<file path="src/rtl/param_commit_sequencer.sv">
// Host parameter write queue with an atomic shadow-to-bank commit at each sim-step tick.
// Writes are staged into a shadow bank, then copied to params_out_o in a single cycle.
module param_commit_sequencer #(
   parameter int unsigned          NPARAM       = 8,
   parameter int unsigned          AW           = 3,
   parameter int unsigned          DEPTH        = 8,
   parameter logic [NPARAM*32-1:0] RESET_VALUES = '0
) (
   input  logic                     clk_i,
   input  logic                     reset_i,
   input  logic                     wr_valid_i,
   input  logic [AW-1:0]            wr_addr_i,
   input  logic [31:0]              wr_data_i,
   output logic                     wr_ready_o,
   input  logic                     sim_tick_i,
   output logic [NPARAM*32-1:0]     params_out_o,
   output logic                     commit_done_o,
   output logic [$clog2(DEPTH):0]   pending_o,
   output logic                     busy_o,
   output logic [2:0]               err_flags_o,
   input  logic                     err_clear_i
);

   localparam int unsigned PtrW = $clog2(DEPTH);
   localparam int unsigned CntW = PtrW + 1;

   typedef enum logic [1:0] {StIdle, StDrain, StCommit} state_e;

   state_e                 state_q;
   logic [CntW-1:0]        cnt_q;
   logic [CntW-1:0]        count_q, count_d;
   logic [PtrW-1:0]        wr_ptr_q, rd_ptr_q;
   logic [2:0]             err_q, err_d;
   logic                   commit_done_q;
   logic [NPARAM*32-1:0]   params_q;
   logic [31:0]            shadow_q [NPARAM];
   logic [NPARAM*32-1:0]   shadow_flat;
   logic [AW+31:0]         fifo_mem [DEPTH];
   logic [AW+31:0]         pop_entry;
   logic [AW-1:0]          pop_addr;
   logic [31:0]            pop_data;
   logic                   push, pop, pop_bad;

   assign wr_ready_o = (count_q < CntW'(DEPTH));
   assign push       = wr_valid_i & wr_ready_o;
   assign pop        = (state_q == StDrain);
   assign pop_entry  = fifo_mem[rd_ptr_q];
   assign pop_addr   = pop_entry[AW+31:32];
   assign pop_data   = pop_entry[31:0];
   assign pop_bad    = pop & (32'(pop_addr) >= NPARAM);

   always_comb begin
      count_d = count_q;
      if (push && !pop) begin
         count_d = count_q + CntW'(1);
      end else if (pop && !push) begin
         count_d = count_q - CntW'(1);
      end
   end

   // A sticky set in the same cycle as err_clear_i wins.
   always_comb begin
      err_d    = err_q & ~{3{err_clear_i}};
      err_d[0] = err_d[0] | (wr_valid_i & ~wr_ready_o);
      err_d[1] = err_d[1] | pop_bad;
      err_d[2] = err_d[2] | (sim_tick_i & (state_q != StIdle));
   end

   always_comb begin
      shadow_flat = '0;
      for (int i = 0; i < NPARAM; i++) begin
         shadow_flat[32*i +: 32] = shadow_q[i];
      end
   end

   // Storage needs no reset: pointers and occupancy define what is valid.
   always_ff @(posedge clk_i) begin
      if (push) begin
         fifo_mem[wr_ptr_q] <= {wr_addr_i, wr_data_i};
      end
   end

   always_ff @(posedge clk_i or posedge reset_i) begin
      if (reset_i) begin
         state_q       <= StIdle;
         cnt_q         <= '0;
         count_q       <= '0;
         wr_ptr_q      <= '0;
         rd_ptr_q      <= '0;
         err_q         <= '0;
         commit_done_q <= 1'b0;
         params_q      <= RESET_VALUES;
         for (int i = 0; i < NPARAM; i++) begin
            shadow_q[i] <= RESET_VALUES[32*i +: 32];
         end
      end else begin
         commit_done_q <= 1'b0;
         count_q       <= count_d;
         err_q         <= err_d;
         if (push) begin
            wr_ptr_q <= wr_ptr_q + PtrW'(1);
         end
         if (pop) begin
            rd_ptr_q <= rd_ptr_q + PtrW'(1);
            for (int i = 0; i < NPARAM; i++) begin
               if (pop_addr == AW'(i)) begin
                  shadow_q[i] <= pop_data;
               end
            end
         end
         case (state_q)
            StIdle: begin
               if (sim_tick_i) begin
                  cnt_q   <= count_q;
                  state_q <= (count_q != '0) ? StDrain : StCommit;
               end
            end
            StDrain: begin
               cnt_q <= cnt_q - CntW'(1);
               if (cnt_q == CntW'(1)) begin
                  state_q <= StCommit;
               end
            end
            StCommit: begin
               params_q      <= shadow_flat;
               commit_done_q <= 1'b1;
               state_q       <= StIdle;
            end
            default: state_q <= StIdle;
         endcase
      end
   end

   assign params_out_o  = params_q;
   assign commit_done_o = commit_done_q;
   assign pending_o     = count_q;
   assign busy_o        = (state_q != StIdle);
   assign err_flags_o   = err_q;

endmodule

</file>
<file path="config.mk">
export PLATFORM = sky130hd
export DESIGN_NAME = param_commit_sequencer
export DESIGN_NICKNAME = d
export VERILOG_FILES = /design/src/rtl/param_commit_sequencer.sv
export SDC_FILE = /design/constraint.sdc
export NUM_CORES = 1
export LEC_CHECK = 0
export ABC_AREA = 1
export BUFFER_PORTS_ARGS = -buffer_cell sky130_fd_sc_hd__buf_2
export CAP_MARGIN = 25
export CORE_AREA = 2 2 199 280
export CTS_CLUSTER_DIAMETER = 60
export DETAILED_ROUTE_END_ITERATION = 16
export DIE_AREA = 0 0 201 282
export GPL_ROUTABILITY_DRIVEN = 1
export PLACE_DENSITY = 0.82
export SLEW_MARGIN = 0
export SYNTH_ARGS = -nofsm -noshare
export SYNTH_HDL_FRONTEND = slang
export SYNTH_SLANG_ARGS = --single-unit
</file>
<file path="constraint.sdc">
create_clock -name clk_i -period 20.7 [get_ports clk_i]
set_clock_uncertainty 0.2 [all_clocks]
set_input_delay 3.105 -clock clk_i [delete_from_list [all_inputs] [get_ports clk_i]]
set_output_delay 3.105 -clock clk_i [all_outputs]
set_load 0.01 [all_outputs]
</file>
* Yosys cells after proc, flatten, opt, wreduce, memory -nomap -nowiden
Memory sizes are Yosys's and may differ from the RTL's. Index checks and enable logic that the tools add are counted.
Operators by class: add/sub/neg operators 5, $lt $le $gt $ge 1, equality and inequality tests 12, muxes and demuxes 11, bitwise operators 8, reductions and logical operators 20
Operator list (number):
- $reduce_and A2 Y1 | 10
- $eq A3 B3 Y1 const B | 4
- $mux W4 | 3
- $pmux W4 S2 | 1
- $sub A4 B1 Y4 const B | 2
- $add A3 B1 Y3 const B | 2
- $eq A3 B2 Y1 const B | 2
- $mux W2 | 3
- $reduce_bool A2 Y1 | 3
- $add A4 B1 Y4 const B | 1
- $eq A4 B1 Y1 const B | 1
- $lt A4 B4 Y1 const B | 1
- $pmux W2 S2 | 1
- $reduce_bool A4 Y1 | 1
- $and A1 B1 Y1 | 3
- $and A3 B3 Y3 | 1
- $eq A3 B1 Y1 const B | 1
- $logic_not A3 Y1 | 1
- $mux W1 | 3
- $not A3 Y3 | 1
- $eq A2 B1 Y1 const B | 1
- $eq A2 B2 Y1 const B | 1
- $logic_and A1 B1 Y1 | 2
- $logic_not A1 Y1 | 2
- 5 further kinds | 6
Storage, ports and cells: register bits after elaboration 532, RAM bits 280, output and inout bits 266, word-level logic and storage cells 74, memories kept 1
Memories:
- fifo_mem | depth 8, width 35, read ports 1, clocked after memory_dff 0, wr ports 1, RTL line 38 | logic [AW+31:0] fifo_mem [DEPTH];

* Logic depth before layout (Yosys ltp)
depth in word-level cells 6, gate-level depth with buffers 13, depth with buffers taken out 11

* Worst setup path after synthesis
Ideal clock, no wire load.
path kind input to register, start point input wr_valid_i, end point memory fifo_mem[0][0] (netlist name), enable pin, arrival time 5244 ps, setup slack 14828 ps, cell stages on the path 5, path buffers 0, cells stage by stage inv_1 > nor2_1 > inv_1 > or2_2 > nor2_1
Between the ends: word-level cells in the longest chain between the ends 3
Ends and longest elaborated chain:
- start, declared | RTL line 11 | input logic wr_valid_i,
- $and A1 B1 Y1 | RTL line 45 | assign push = wr_valid_i & wr_ready_o;
- named net push | RTL line 42 | logic push, pop, pop_bad;
- $mux W1 | RTL line 78 | if (push) begin
- $mux W1 (implied by the code) | RTL line 79 | fifo_mem[wr_ptr_q] <= {wr_addr_i, wr_data_i};
- end, declared | RTL line 38
The timed path passes the listed nets, and every way through them passes these cells.

==> results <==
- The run finished with clean final reports.
- For this run, design rule violations remaining after detail routing come to 0.
- The number of max-capacitance violations reported is 0.
- After synthesis, the mean cell area works out to 9.86 sq um.
- Measured along the y axis, the die boundary spans 282 um.
- The final number of hold-violating endpoints was 0.
- The number of clock buffers inserted by TritonCTS is 73.
- Counting along the longest clock path gives a buffer depth of 3.
- The mapped netlist covers 31,700 sq um.
- Buffers added to address setup during post-CTS repair amount to 0.
- After layout, the worst path uses 30.4% of the clock period.
- The vias after detailed routing is 23,200.
- The floorplan step defined a core boundary enclosing 54,000 sq um.
- After synthesis, the netlist uses 29 different library cells.
- Cells with a size suffix above 1 make up 13.8% of the layout.
- The H-tree depth is 3.
- In this run the core area contains 101 standard-cell rows.
- The final number of setup-violating endpoints is 0.
- Global routing used 28.9% of the available tracks across all layers.
- After the last flow step, the layout net total stands at 3,498.
- The highest layer touched by signal routing is met5.
- The number of antenna violations at the first check in global routing is 6.
- The number of cells on the worst hold path is 2.
- The launching point of the worst reg2reg path is rd_ptr_q[0].
- The leakage component of the power is 0.0180 uW.
- The via count of the first global-routing pass is 22,000.
- The kind of critical path is in -> async.
- The count of mapped cells out of synthesis is 3,210.
- The cell type with the largest total area after synthesis is sky130_fd_sc_hd__dfrtp_1.
- The final setup TNS is 0 ns.
- The most frequent cell on the critical path is sky130_fd_sc_hd__buf_4.
- The post-CTS clock slew at the launch and capture registers of the worst setup and hold paths is 0.06 ns.
- In this run the register-to-register setup slack is 16.37 ns.
- In this run the tightest slew margin relative to its limit is 28.6%.
- The detail route stage leaves a number of antenna-violating nets equal to 0.
- The starting utilization of the core area is 58.7%.
- From synthesis to final layout, the design area changed by 13.9%.
- Hold timing on the final database bottoms out at a slack of 0.261 ns.
- The data required time of the critical path is 20.99 ns.
- The signal on the critical path passes through buf_2 -> inv_8 -> buf_4 -> buf_12 -> buf_4.
- The slowest stage of the critical path belongs to the cell sky130_fd_sc_hd__buf_4.
- The total I/O pin count is 306.
- Sequential elements use 68.6% of the synthesized area.
- The number of synthesized register bits is 812.
- The number of gates given a new drive strength after cts is 0.
- The clock tree root buffer cell is sky130_fd_sc_hd__clkbuf_16.
- The arrival time at the worst endpoint is 6.58 ns.
- The final-report max-slew violation count is 0.
- The path class of the tightest hold or removal check is reg -> reg.
- The first-pass GRT wire length is 125,000 um.
- For the pin with the worst max-slew slack, the measured transition is 1.07 ns.
- The die is 201 um wide.
- The total wire length after detailed routing is 81,000 um.
- The launching element type of the critical path is an input pin.
- Of all nets on the critical path, the largest fanout is 166.
- After detailed routing, the wire length on met1 is 30,500 um.
- The net count of the mapped netlist is 3,258.
- The worst supply voltage drop on vdd is 0.135 mV.
- Setup repair after global routing left no endpoint under its margin.
- The number of cells on the worst reg-to-reg path is 14.
- The number of DRC markers in iteration 0 is 2,533.
- The endpoint of the worst hold path is params_out_o[178].
- Clock latency on the worst-skew pair, taken at its later pin, is 0.62 ns.
- The cell area after placement is 33,600 sq um.
- The global route total overflow is 0.
- The routed design could run at a clock period as short as 6.29 ns.
- Routability-driven placement finished with a final weighted congestion of 0.793.
- The Yosys step of the flow raised 0 warnings.
- The fraction of post-synthesis cell area in the top cell type by area is 42.1%.
- Ranked by total cell area, the synthesized netlist is headed by sky130_fd_sc_hd__dfrtp_1 (42%), sky130_fd_sc_hd__edfxtp_1 (27%), sky130_fd_sc_hd__nand2_1 (18%).
- Detailed routing placed a total of 38,800 um of wire on met2.
- The CTS sink count is 812.
- The number of hold buffers added after CTS was 0.
- The worst register-to-register path ends at shadow_flat[45].
- Cells fill 66.8% of the core in the end.
- Based on the critical path, the design can be clocked at up to 159 MHz.
- For this run, the slowest stage of the critical path takes 0.88 ns.
- The endpoint type of the worst setup path is an asynchronous set/reset pin.
- After detailed routing, the met3 layer carries 6670 um of wire.
- In this run the power density over the cells is 170 nW/um^2.
- Dividing the detail-routed via count by the number of cells gives 5.48.
- The total of buffers placed on input and output ports is 305.
- The CTS tree is built.
- The final design area excluding fillers is 36,100 sq um.
- The startpoint identified for the worst hold timing path is shadow_flat[178].
- Detailed placement finished with a half-perimeter wire length of 49,600 um.
- The number of detailed-routing iterations run before antenna repair is 8.
- In the final routed layout, each cell accounts on average for 19.2 um.
- The maximum number of pins on one net before global-route repair is 167.
- The area of the die is 56,700 sq um.
synthesized netlist by cell type:
master / count
sky130_fd_sc_hd__dfrtp_1: 532
sky130_fd_sc_hd__nand2_2: 6
sky130_fd_sc_hd__a22oi_1: 1
sky130_fd_sc_hd__nand3_1: 214
sky130_fd_sc_hd__buf_2: 38
sky130_fd_sc_hd__edfxtp_1: 280
sky130_fd_sc_hd__nor2_2: 3
sky130_fd_sc_hd__fa_1: 1
sky130_fd_sc_hd__a31oi_1: 1
sky130_fd_sc_hd__o21ai_1: 18
sky130_fd_sc_hd__xnor2_1: 2
sky130_fd_sc_hd__a21oi_1: 4
sky130_fd_sc_hd__o31ai_1: 1
sky130_fd_sc_hd__nor2_1: 206
sky130_fd_sc_hd__buf_6: 9
sky130_fd_sc_hd__or2_2: 2
sky130_fd_sc_hd__nor2_4: 4
sky130_fd_sc_hd__o21ai_0: 186
sky130_fd_sc_hd__xor2_1: 5
sky130_fd_sc_hd__clkbuf_1: 100
sky130_fd_sc_hd__inv_1: 45
sky130_fd_sc_hd__o22ai_1: 2
sky130_fd_sc_hd__ha_1: 7
sky130_fd_sc_hd__buf_4: 25
sky130_fd_sc_hd__buf_1: 8
sky130_fd_sc_hd__inv_2: 4
sky130_fd_sc_hd__mux2_2: 1
sky130_fd_sc_hd__nand2_1: 1504
sky130_fd_sc_hd__o21bai_1: 1
through the flow:
stage	setup WS [ns]	instances	total power [uW]
final	14.41	4222	6120
after global routing	13.87	4222	6480
after CTS	14.36	4216	6100
after detailed placement	13.71	4091	4770
after global placement	13.70	4086	4670
after floorplan	2.53	3210	3870
power breakdown:
group / switching, uW / internal (uW) / total [uW]
Clock: 581 / 743 / 1320
Combinational: 1670 / 623 / 2290
Sequential: 330 / 2170 / 2500
metal layers:
layer,global-route usage (%),vias to the layer above
li1,-,10700
met1,37.4,11100
met2,46.2,1027
met3,5.02,236
met4,17.3,8
met5,0,-
placed cells by master, fill, tap and decap left out, types with 17 or more instances in the layout:
cell type                   synthesis  layout
sky130_fd_sc_hd__buf_2             38     305
sky130_fd_sc_hd__dfrtp_1          532     530
sky130_fd_sc_hd__edfxtp_1         280     280
sky130_fd_sc_hd__clkbuf_1         100      17
sky130_fd_sc_hd__nor2_1           206     197
sky130_fd_sc_hd__nand2_1         1504    1504
sky130_fd_sc_hd__clkbuf_16          0      76
sky130_fd_sc_hd__o21ai_1           18      18
sky130_fd_sc_hd__o21ai_0          186     186
sky130_fd_sc_hd__buf_4             25      29
sky130_fd_sc_hd__inv_1             45      43
sky130_fd_sc_hd__nand3_1          214     214
layout make-up:
cell class              count  area, sq um
flip-flops and latches    812        21700
fillers                  4063        17900
clock buffers              98         2030
repair buffers            345         2030
well taps                 721          902
diodes                      1         2.50
inverters                  49          198
multi-input cells        2169         8890
clock inverters            27          268
critical path: cells and delay by family:
family	cells	cell delay (ns)
buf+inv	5	3.07
flip-flops by register name (all words and copies together), names as in the netlist:
register / count
commit_done_o: 1
rd_ptr_q: 3
fifo_mem: 280
err_flags_o: 3
pending_o: 4
shadow_flat: 256
cnt_q: 4
wr_ptr_q: 3
state_q: 2
params_out_o: 256
cells by family (layout without fill, tap and decap cells):
kind of cell / Yosys count / in the layout / share of synthesized area [%]
muxes: 1 / 1 / 0.0356
xor gates and xnor gates: 7 / 7 / 0.194
other: 0 / 1 / 0
and+or+nand+nor: 1939 / 1939 / 24.0
buffers and inverters: 229 / 519 / 3.38
adders and majority gates: 8 / 8 / 0.340
AOI/OAI and AO/OA: 214 / 214 / 3.42
DFF: 812 / 812 / 68.6
how the worst max path moves through the flow:
| stage | start | to | slack, ns | cells after the start |
|---|---|---|---|---|
| after detailed placement | reset_i | rd_ptr_q[0] | 13.71 | 5 |
| after CTS | reset_i | rd_ptr_q[0] | 14.36 | 5 |
| final | reset_i | rd_ptr_q[0] | 14.41 | 5 |
| after global routing | reset_i | rd_ptr_q[0] | 13.87 | 5 |
| after global placement | reset_i | rd_ptr_q[0] | 13.70 | 5 |
| after floorplan | reset_i | cnt_q[0] | 2.53 | 1 |
Note: power is estimated with default switching activity, not from simulation.
